[config.mk]
export PLATFORM = sky130hd
export DESIGN_NAME = rice_block_sequencer
export DESIGN_NICKNAME = d
export VERILOG_FILES = /design/src/rtl/rice_pkg.sv /design/src/rtl/rice_watchdog.sv /design/src/rtl/rice_block_sequencer.sv
export SDC_FILE = /design/constraint.sdc
export NUM_CORES = 1
export LEC_CHECK = 0
export ABC_AREA = 1
export CORE_MARGIN = 5
export CORE_UTILIZATION = 51
export DETAILED_ROUTE_END_ITERATION = 10
export HOLD_SLACK_MARGIN = 0.12
export PLACE_DENSITY = 0.8
export SLEW_MARGIN = 20
export SYNTH_ARGS = -nofsm -noshare
export SYNTH_HDL_FRONTEND = slang
export SYNTH_SLANG_ARGS = --single-unit
[constraint.sdc]
create_clock -name clk1 -period 5.2 [get_ports clk1]
set_input_delay 1.3 -clock clk1 [delete_from_list [all_inputs] [get_ports clk1]]
set_output_delay 1.3 -clock clk1 [all_outputs]
set_load 0.01 [all_outputs]
[src/rtl/rice_pkg.sv]
// Shared types and header layout for the Rice block sequencer.
// Holds field positions, state encoding, config bundle and header checks.
package rice_pkg;

  localparam int HDR_N_LSB   = 27;
  localparam int HDR_J_LSB   = 22;
  localparam int HDR_K_LSB   = 17;
  localparam int HDR_RSV     = 16;
  localparam int HDR_BLK_LSB = 0;
  localparam int FLD_W       = 5;
  localparam int BLK_W       = 16;
  localparam int N_MAX       = 10;

  typedef enum logic [2:0] {
    IDLE,
    CFG,
    RUN,
    STOP,
    ERR
  } state_e;

  typedef struct packed {
    logic [FLD_W-1:0] n;
    logic [FLD_W-1:0] j;
    logic [FLD_W-1:0] k;
    logic [BLK_W-1:0] blocks;
  } cfg_t;

  function automatic cfg_t hdr_cfg(input logic [31:0] w);
    cfg_t c;
    c.n      = w[HDR_N_LSB +: FLD_W];
    c.j      = w[HDR_J_LSB +: FLD_W];
    c.k      = w[HDR_K_LSB +: FLD_W];
    c.blocks = w[HDR_BLK_LSB +: BLK_W];
    return c;
  endfunction

  function automatic logic hdr_ok(input logic [31:0] w,
                                  input logic [FLD_W-1:0] n_max);
    cfg_t c;
    c = hdr_cfg(w);
    return (c.n != '0) && (c.n <= n_max) &&
           (c.j != '0) && (c.k < c.n) &&
           !w[HDR_RSV] && (c.blocks != '0);
  endfunction

endpackage

[src/rtl/rice_watchdog.sv]
// Stall watchdog: counts enabled cycles since the last clear.
// Ports: clk/rst_n, clr_i restarts, en_i counts, expired_o at TIMEOUT.
module rice_watchdog #(
  parameter int TIMEOUT = 1024
) (
  input  logic clk,
  input  logic rst_n,
  input  logic clr_i,
  input  logic en_i,
  output logic expired_o
);

  localparam int CW = $clog2(TIMEOUT + 1);

  logic [CW-1:0] cnt_q;

  // A clear in the same cycle always beats expiry.
  assign expired_o = en_i & ~clr_i &
                     (cnt_q == CW'(TIMEOUT - 1));

  always_ff @(posedge clk or negedge rst_n) begin
    if (!rst_n) begin
      cnt_q <= '0;
    end else if (clr_i) begin
      cnt_q <= '0;
    end else if (en_i && !expired_o) begin
      cnt_q <= cnt_q + 1'b1;
    end
  end

endmodule

[src/rtl/rice_block_sequencer.sv]
// Packet controller for the Rice decoder: header parse, decoder control,
// payload forwarding, symbol/block/packet counting, stall and header traps.
module rice_block_sequencer
  import rice_pkg::*;
#(
  parameter int DATA_W    = 32,
  parameter int SYM_W     = N_MAX,
  parameter int BLK_CNT_W = BLK_W,
  parameter int TIMEOUT   = 1024
) (
  input  logic              clk1,
  input  logic              reset,
  input  logic              enable,
  input  logic [DATA_W-1:0] in_data,
  input  logic              in_valid,
  output logic              in_ready,
  output logic [4:0]        dec_n,
  output logic [4:0]        dec_j,
  output logic [4:0]        dec_k,
  output logic              dec_start,
  output logic              dec_stop,
  output logic              dec_first,
  output logic              dec_wren,
  output logic              dec_rden,
  output logic [DATA_W-1:0] dec_data,
  output logic              dec_datavalid,
  input  logic              dec_full,
  input  logic [SYM_W-1:0]  dec_symbol,
  input  logic              dec_sym_valid,
  output logic [SYM_W-1:0]  out_symbol,
  output logic              out_valid,
  output logic              out_blk_end,
  output logic              out_last,
  output logic              busy,
  output logic              done,
  output logic              err
);

  state_e               state_q;
  cfg_t                 cfg_q;
  logic [4:0]           sym_cnt_q;
  logic [BLK_CNT_W-1:0] blk_cnt_q;
  logic                 start_q, stop_q, first_q;
  logic                 wr_q, done_q, err_q;
  logic [SYM_W-1:0]     sym_q;
  logic                 vld_q, bend_q, last_q;

  logic run, sym_in, blk_end, pkt_end, expired;

  assign run     = (state_q == RUN);
  assign sym_in  = run & dec_sym_valid;
  assign blk_end = (sym_cnt_q == cfg_q.j - 5'd1);
  assign pkt_end = blk_end &
    (blk_cnt_q == BLK_CNT_W'(cfg_q.blocks - 1'b1));

  rice_watchdog #(
    .TIMEOUT(TIMEOUT)
  ) u_wdog (
    .clk      (clk1),
    .rst_n    (reset),
    .clr_i    ((state_q == CFG) | sym_in),
    .en_i     (run),
    .expired_o(expired)
  );

  // Reset gates the IDLE ready so it reads 0 while reset is held.
  assign in_ready = reset &
    (((state_q == IDLE) & enable) | (run & ~dec_full));
  assign dec_datavalid = run & in_valid & ~dec_full;
  assign dec_data      = run ? in_data : '0;

  assign dec_n       = cfg_q.n;
  assign dec_j       = cfg_q.j;
  assign dec_k       = cfg_q.k;
  assign dec_start   = start_q;
  assign dec_stop    = stop_q;
  assign dec_first   = first_q;
  assign dec_wren    = wr_q;
  assign dec_rden    = wr_q;
  assign out_symbol  = sym_q;
  assign out_valid   = vld_q;
  assign out_blk_end = bend_q;
  assign out_last    = last_q;
  assign busy        = (state_q != IDLE);
  assign done        = done_q;
  assign err         = err_q;

  always_ff @(posedge clk1 or negedge reset) begin
    if (!reset) begin
      state_q   <= IDLE;
      cfg_q     <= '0;
      sym_cnt_q <= '0;
      blk_cnt_q <= '0;
      start_q   <= 1'b0;
      stop_q    <= 1'b0;
      first_q   <= 1'b0;
      wr_q      <= 1'b0;
      done_q    <= 1'b0;
      err_q     <= 1'b0;
      sym_q     <= '0;
      vld_q     <= 1'b0;
      bend_q    <= 1'b0;
      last_q    <= 1'b0;
    end else begin
      vld_q   <= 1'b0;
      bend_q  <= 1'b0;
      last_q  <= 1'b0;
      start_q <= 1'b0;
      stop_q  <= 1'b0;
      done_q  <= 1'b0;
      unique case (state_q)
        IDLE: begin
          if (enable && in_valid) begin
            if (hdr_ok(in_data[31:0], 5'(SYM_W))) begin
              state_q   <= CFG;
              cfg_q     <= hdr_cfg(in_data[31:0]);
              sym_cnt_q <= '0;
              blk_cnt_q <= '0;
              start_q   <= 1'b1;
              first_q   <= 1'b1;
              wr_q      <= 1'b1;
            end else begin
              state_q <= ERR;
              stop_q  <= 1'b1;
              err_q   <= 1'b1;
            end
          end
        end
        CFG: begin
          if (!enable) begin
            state_q <= STOP;
            stop_q  <= 1'b1;
            first_q <= 1'b0;
            wr_q    <= 1'b0;
          end else begin
            state_q <= RUN;
          end
        end
        RUN: begin
          if (in_valid && !dec_full) first_q <= 1'b0;
          if (sym_in) begin
            sym_q  <= dec_symbol;
            vld_q  <= 1'b1;
            bend_q <= blk_end;
            last_q <= pkt_end;
            if (blk_end) begin
              sym_cnt_q <= '0;
              blk_cnt_q <= blk_cnt_q + 1'b1;
            end else begin
              sym_cnt_q <= sym_cnt_q + 5'd1;
            end
          end
          // Final symbol outranks both abort and timeout.
          if (sym_in && pkt_end) begin
            state_q <= STOP;
            stop_q  <= 1'b1;
            done_q  <= 1'b1;
            first_q <= 1'b0;
            wr_q    <= 1'b0;
          end else if (!enable) begin
            state_q <= STOP;
            stop_q  <= 1'b1;
            first_q <= 1'b0;
            wr_q    <= 1'b0;
            last_q  <= 1'b0;
          end else if (expired) begin
            state_q <= ERR;
            stop_q  <= 1'b1;
            err_q   <= 1'b1;
            first_q <= 1'b0;
            wr_q    <= 1'b0;
          end
        end
        STOP: begin
          state_q   <= IDLE;
          cfg_q     <= '0;
          sym_cnt_q <= '0;
          blk_cnt_q <= '0;
        end
        ERR: begin
          if (!enable) begin
            state_q   <= IDLE;
            err_q     <= 1'b0;
            cfg_q     <= '0;
            sym_cnt_q <= '0;
            blk_cnt_q <= '0;
          end
        end
        default: state_q <= IDLE;
      endcase
    end
  end

endmodule

-- Word-level counts from Yosys, hierarchy flattened
Cells that the tools add are included.
- memories: 0
- RAM bits: 0
- latch bits: 0
- output and inout port bits: 70
- register bits: 85
- logic and storage cells: 152
- memory bits (read-only): 0
- shifts and indexed selects: 0
- multipliers: 0
- reduce and logical (&&, ||, !) cells: 30
- bitwise gates (word level): 13
- multiplexer cells: 65
- equal/unequal tests: 19
- div/mod/pow operators: 0
- $add $sub $neg: 5
- magnitude comparators: 2
- operator list (kind ; number):
    31-bit 2-to-1 mux ; 3
    31-bit one-hot mux with 3 select lines ; 1
    16-bit 2-to-1 mux ; 5
    16-bit one-hot mux with 4 select lines ; 1
    1-bit 2-to-1 mux ; 35
    32-bit 2-to-1 mux ; 1
    5-bit 2-to-1 mux ; 5
    11-bit 2-to-1 mux ; 2
    5-bit one-hot mux with 4 select lines ; 1
    3-bit 2-to-1 mux ; 6
    16-bit by 1-bit adder with 16-bit output, second input constant ; 1
    16-bit == test ; 1
    16-bit nonzero test ; 1
    16-bit by 1-bit subtractor with 16-bit output, second input constant ; 1
    5-bit AND reduction ; 3
    1-bit one-hot mux with 3 select lines ; 4
    3-bit one-hot mux with 4 select lines ; 1
    3-bit nonzero test ; 4
    11-bit by 1-bit adder with 11-bit output, second input constant ; 1
    11-bit by 10-bit == test with 1-bit output, second input constant ; 1
    2-bit by 1-bit inequality test with 1-bit output, second input constant ; 5
    2-bit inequality test, second input constant ; 5
    5-bit nonzero test ; 2
    1-bit AND ; 9
    22 further kinds ; 35

-- Depth between registers and ports, before layout
- depth in word-level cells: 10
- depth in mapped cells: 17
- gate-level depth less buffers: 17

-- Cells and area by module
Synthesis repeated with hierarchy kept, for this count alone.
- cell total of the unflattened synthesis: 823
- area, all modules: 5681.7 µm²
- by module, submodules not included (module ; area each (µm²) ; times used ; cells an instance ; seq. area each (µm²)):
    rice_block_sequencer ; 4982.3 ; 1 ; 722 ; 1851.8
    rice_watchdog ; 699.4 ; 1 ; 101 ; 275.3

-- Worst setup path after synthesis
No wires, ideal clock.
- path type: in2out
- start point: in enable
- end point: out in_ready
- slack: 2.242 ns
- arrival time: 1.658 ns
- data required time: 3.900 ns
- stages: 3
- cell sequence: inv_1 > o22ai_1 > and2_1
- cells in the longest elaborated chain, start to end: 3
- RTL lines (what ; RTL line ; RTL):
    start, declared ; rice_block_sequencer.sv:13 ; input logic enable,
    1-bit AND ; rice_block_sequencer.sv:68 ; (((state_q == IDLE) & enable) | (run & ~dec_full));
    1-bit bitwise OR ; rice_block_sequencer.sv:68 ;
    1-bit AND ; rice_block_sequencer.sv:67 ; assign in_ready = reset &
    end, declared ; rice_block_sequencer.sv:16 ; output logic in_ready,
Every way passes these cells.

-- Worst setup path after layout
Same ends and word-level chain as after synthesis.

==> run summary <==
top post-synthesis cells by area - dfrtp_1 39%, nand2_1 14%, inv_1 6.3%, nor2_1 6.3%, xor2_1 4.0%
critical path endpoint category - output port
Clk pin slew, worst setup/hold paths - 80 ps
FMAX - 243 MHz
io pins - 118
Setup crit start - enable
top cells by count, synth - 201 x nand2_1, 91 x inv_1, 91 x nor2_1
Final Max Slew Viols - 0
Slowest-stage cell, CP - clkdlybuf4s50_1
synthesized net count - 818
CP endpoint - in_ready
final setup violation count - 0
Routed WL - 14.5 mm
chip width - 113 µm
post-synthesis sequential area ratio - 39.0%
cell accounting for the most synthesized area - dfrtp_1
setup TNS - 0 ps
first-pass GRT wire length - 24.1 mm
status - completed
placed insts - 979
CORE AREA - 10400 µm²
#FFs+latches synth - 85
Leak - 3.20 nW
clock buffer depth - 2
Pre-antenna DRT Iters - 5
final hold viol count - 0
r2r startpoint - state_q[2]$_DFFE_PN0P_
Post-CTS Resized - 0
CTS tree - yes
GPL Wtd Cong - 0.948
share of cells above drive strength 1 - 7.10%
DRC viols - 0
cell area after synthesis - 5460 µm²
Mapped Cells - 761
DP Area - 6570 µm²
Critical Path AT - 2820 ps
DR iter-0 viols - 404
CP max stage delay - 550 ps
CP Launch Type - primary input
CTS H-tree lvls - 3
final cell count without fillers - 995
Die Height - 113 µm
max-cap viol count - 0
gr usage total - 23.0%
CP cell instances - clkdlybuf4s50_1 > inv_1 > o22ai_1 > and2_1 > clkdlybuf4s50_1
largest net degree at the start of global routing - 67
Final Util - 65.5%
slew margin rel. - 33.0%
Cell Rows - 37
number of global-route vias before repair - 5007
dpl ws - 1090 ps
die area - 12900 µm²
CP max FO - 5
syn_area_per_cell - 7.17 µm²
top cell type's share of synthesized area - 39.0%
CTS Buf Count - 9
Period minus WS final - 4120 ps
Distinct cells, synth - 43
r2r setup slk - 2020 ps
Buffers on Ports - 117
n_diodes - 0
VDD IR max - 0.000438 V
Main synth FF type - dfrtp_1
RSZ-0062 raised after global routing - false
Overflow after GRT - 0
final setup margin - 1080 ps
nets - 911
R2R Path End - out_last$_DFF_PN0_
fraction of registers with async set or reset after synthesis - 100%
Worst-Skew Late Latency - 380 ps
DR WL/cell - 14.6 µm
hpwl dp - 11.2 mm
Starting Density - 52.6%
worst min path class - flop to flop
initial antenna violation count - 0
Min Hold Slack - 476 ps
post-CTS setup buffer count - 0
final worst-path cycle share - 79.2%
cts hold-fix bufs - 0
final instance area - 6790 µm²
Layout area overhead - 24.3%
reg2reg path depth - 7
worst path required time - 3900 ps
clock sinks - 85
CTS Root Cell - clkbuf_8
Slew @ Worst Pin - 1000 ps
Ys Warns - 0
Via density - 5.25
DR vias - 5228
Detail Route Antenna Nets - 0
WS Path Type - primary input to output port
number of synthesized flops with an enable pin - 0
clock skew - 16.9 ps
pwr dens - 497 nW/µm²
Pwr Total - 3.38 mW
CP dominant cell by count - clkdlybuf4s50_1
most common cell in the netlist - nand2_1
==> area by class of cell <==
cell class | count | area [µm²]
fill | 903 | 3580
multi-input combinational | 537 | 2700
sequential | 85 | 2130
timing repair buffer | 119 | 1180
inverter | 102 | 388
tap | 136 | 170
clock buffer | 11 | 151
clock inverter | 5 | 65.1
==> routing by layer <==
metal  global-route usage [%]  vias to the layer above  part of all wire [%]
met5                        0                        -                     0
met4                     7.37                        0                   1.9
met3                     5.57                       21                   4.0
met2                     39.2                      108                    51
met1                     28.6                     2487                    43
li1                         -                     2612                     -
==> registers in the layout (all words and copies together) (netlist names) <==
signal and flops:
blk_cnt_q 16, cfg_q 16, u_wdog.cnt_q 11, out_symbol 10
dec_j 5, dec_k 5, dec_n 5, sym_cnt_q 5
state_q 3, dec_first 1, dec_rden 1, dec_start 1
dec_stop 1, done 1, err 1, out_blk_end 1
out_last 1, out_valid 1
==> cell families after synthesis <==
| group | after synthesis | synth area share (%) |
|---|---|---|
| AND/OR/NAND/NOR | 416 | 34.4 |
| buffers and inverters | 139 | 11.5 |
| adder cells (fa/ha/maj) | 9 | 2.06 |
| XOR/XNOR | 30 | 4.81 |
| AO/OA/AOI/OAI | 82 | 8.23 |
| flip-flops | 85 | 39.0 |
==> cell usage in the layout, fill, tap and decap left out, types with 2 or more instances in the layout <==
master | synthesis | final
a21oi_1 | 9 | 9
a31oi_1 | 2 | 2
and2_1 | 2 | 2
buf_4 | 18 | 3
clkbuf_8 | 0 | 11
clkdlybuf4s50_1 | 0 | 116
clkinv_4 | 0 | 2
dfrtp_1 | 85 | 85
ha_1 | 9 | 9
inv_1 | 91 | 91
inv_2 | 10 | 10
inv_6 | 1 | 3
nand2_1 | 201 | 201
nand2_2 | 10 | 10
nand2_4 | 3 | 3
nand3_1 | 39 | 39
nand3_2 | 2 | 2
nand3b_1 | 2 | 2
nand4_1 | 26 | 26
nor2_1 | 91 | 91
nor2_2 | 8 | 8
nor2_4 | 3 | 3
nor3_1 | 10 | 10
nor3_2 | 3 | 3
nor3b_1 | 2 | 2
nor4_1 | 10 | 10
o2111ai_1 | 2 | 2
o211ai_1 | 3 | 3
o21a_1 | 3 | 3
o21ai_0 | 19 | 19
o21ai_1 | 39 | 39
o22ai_1 | 2 | 2
xnor2_1 | 5 | 5
xor2_1 | 25 | 25
==> worst max-delay path, delay by kind of cell <==
family                 cells  cell delay, ps
and+or+nand+nor            1             160
buffers and inverters      3            1190
AOI/OAI and AO/OA          1             160
==> how the worst min path moves through the flow <==
stage / from / end / cells after the start
after detailed placement: out_symbol[5]$_DFFE_PN0P_ / out_symbol[5]$_DFFE_PN0P_ / 2
after floorplan: dec_n[4]$_DFFE_PN0P_ / dec_n[4]$_DFFE_PN0P_ / 2
final: dec_n[4]$_DFFE_PN0P_ / dec_n[4]$_DFFE_PN0P_ / 2
after global routing: out_symbol[3]$_DFFE_PN0P_ / out_symbol[3]$_DFFE_PN0P_ / 2
after global placement: dec_n[4]$_DFFE_PN0P_ / dec_n[4]$_DFFE_PN0P_ / 2
after CTS: dec_n[4]$_DFFE_PN0P_ / dec_n[4]$_DFFE_PN0P_ / 2
==> where the power goes <==
part           total, mW  internal (mW)  switching (mW)
Sequential          1.01          0.849           0.158
Combinational       1.87          0.716            1.15
Clock              0.503          0.253           0.250
Total               3.38           1.82            1.56
No activity file was read; power rests on OpenSTA's default activity.
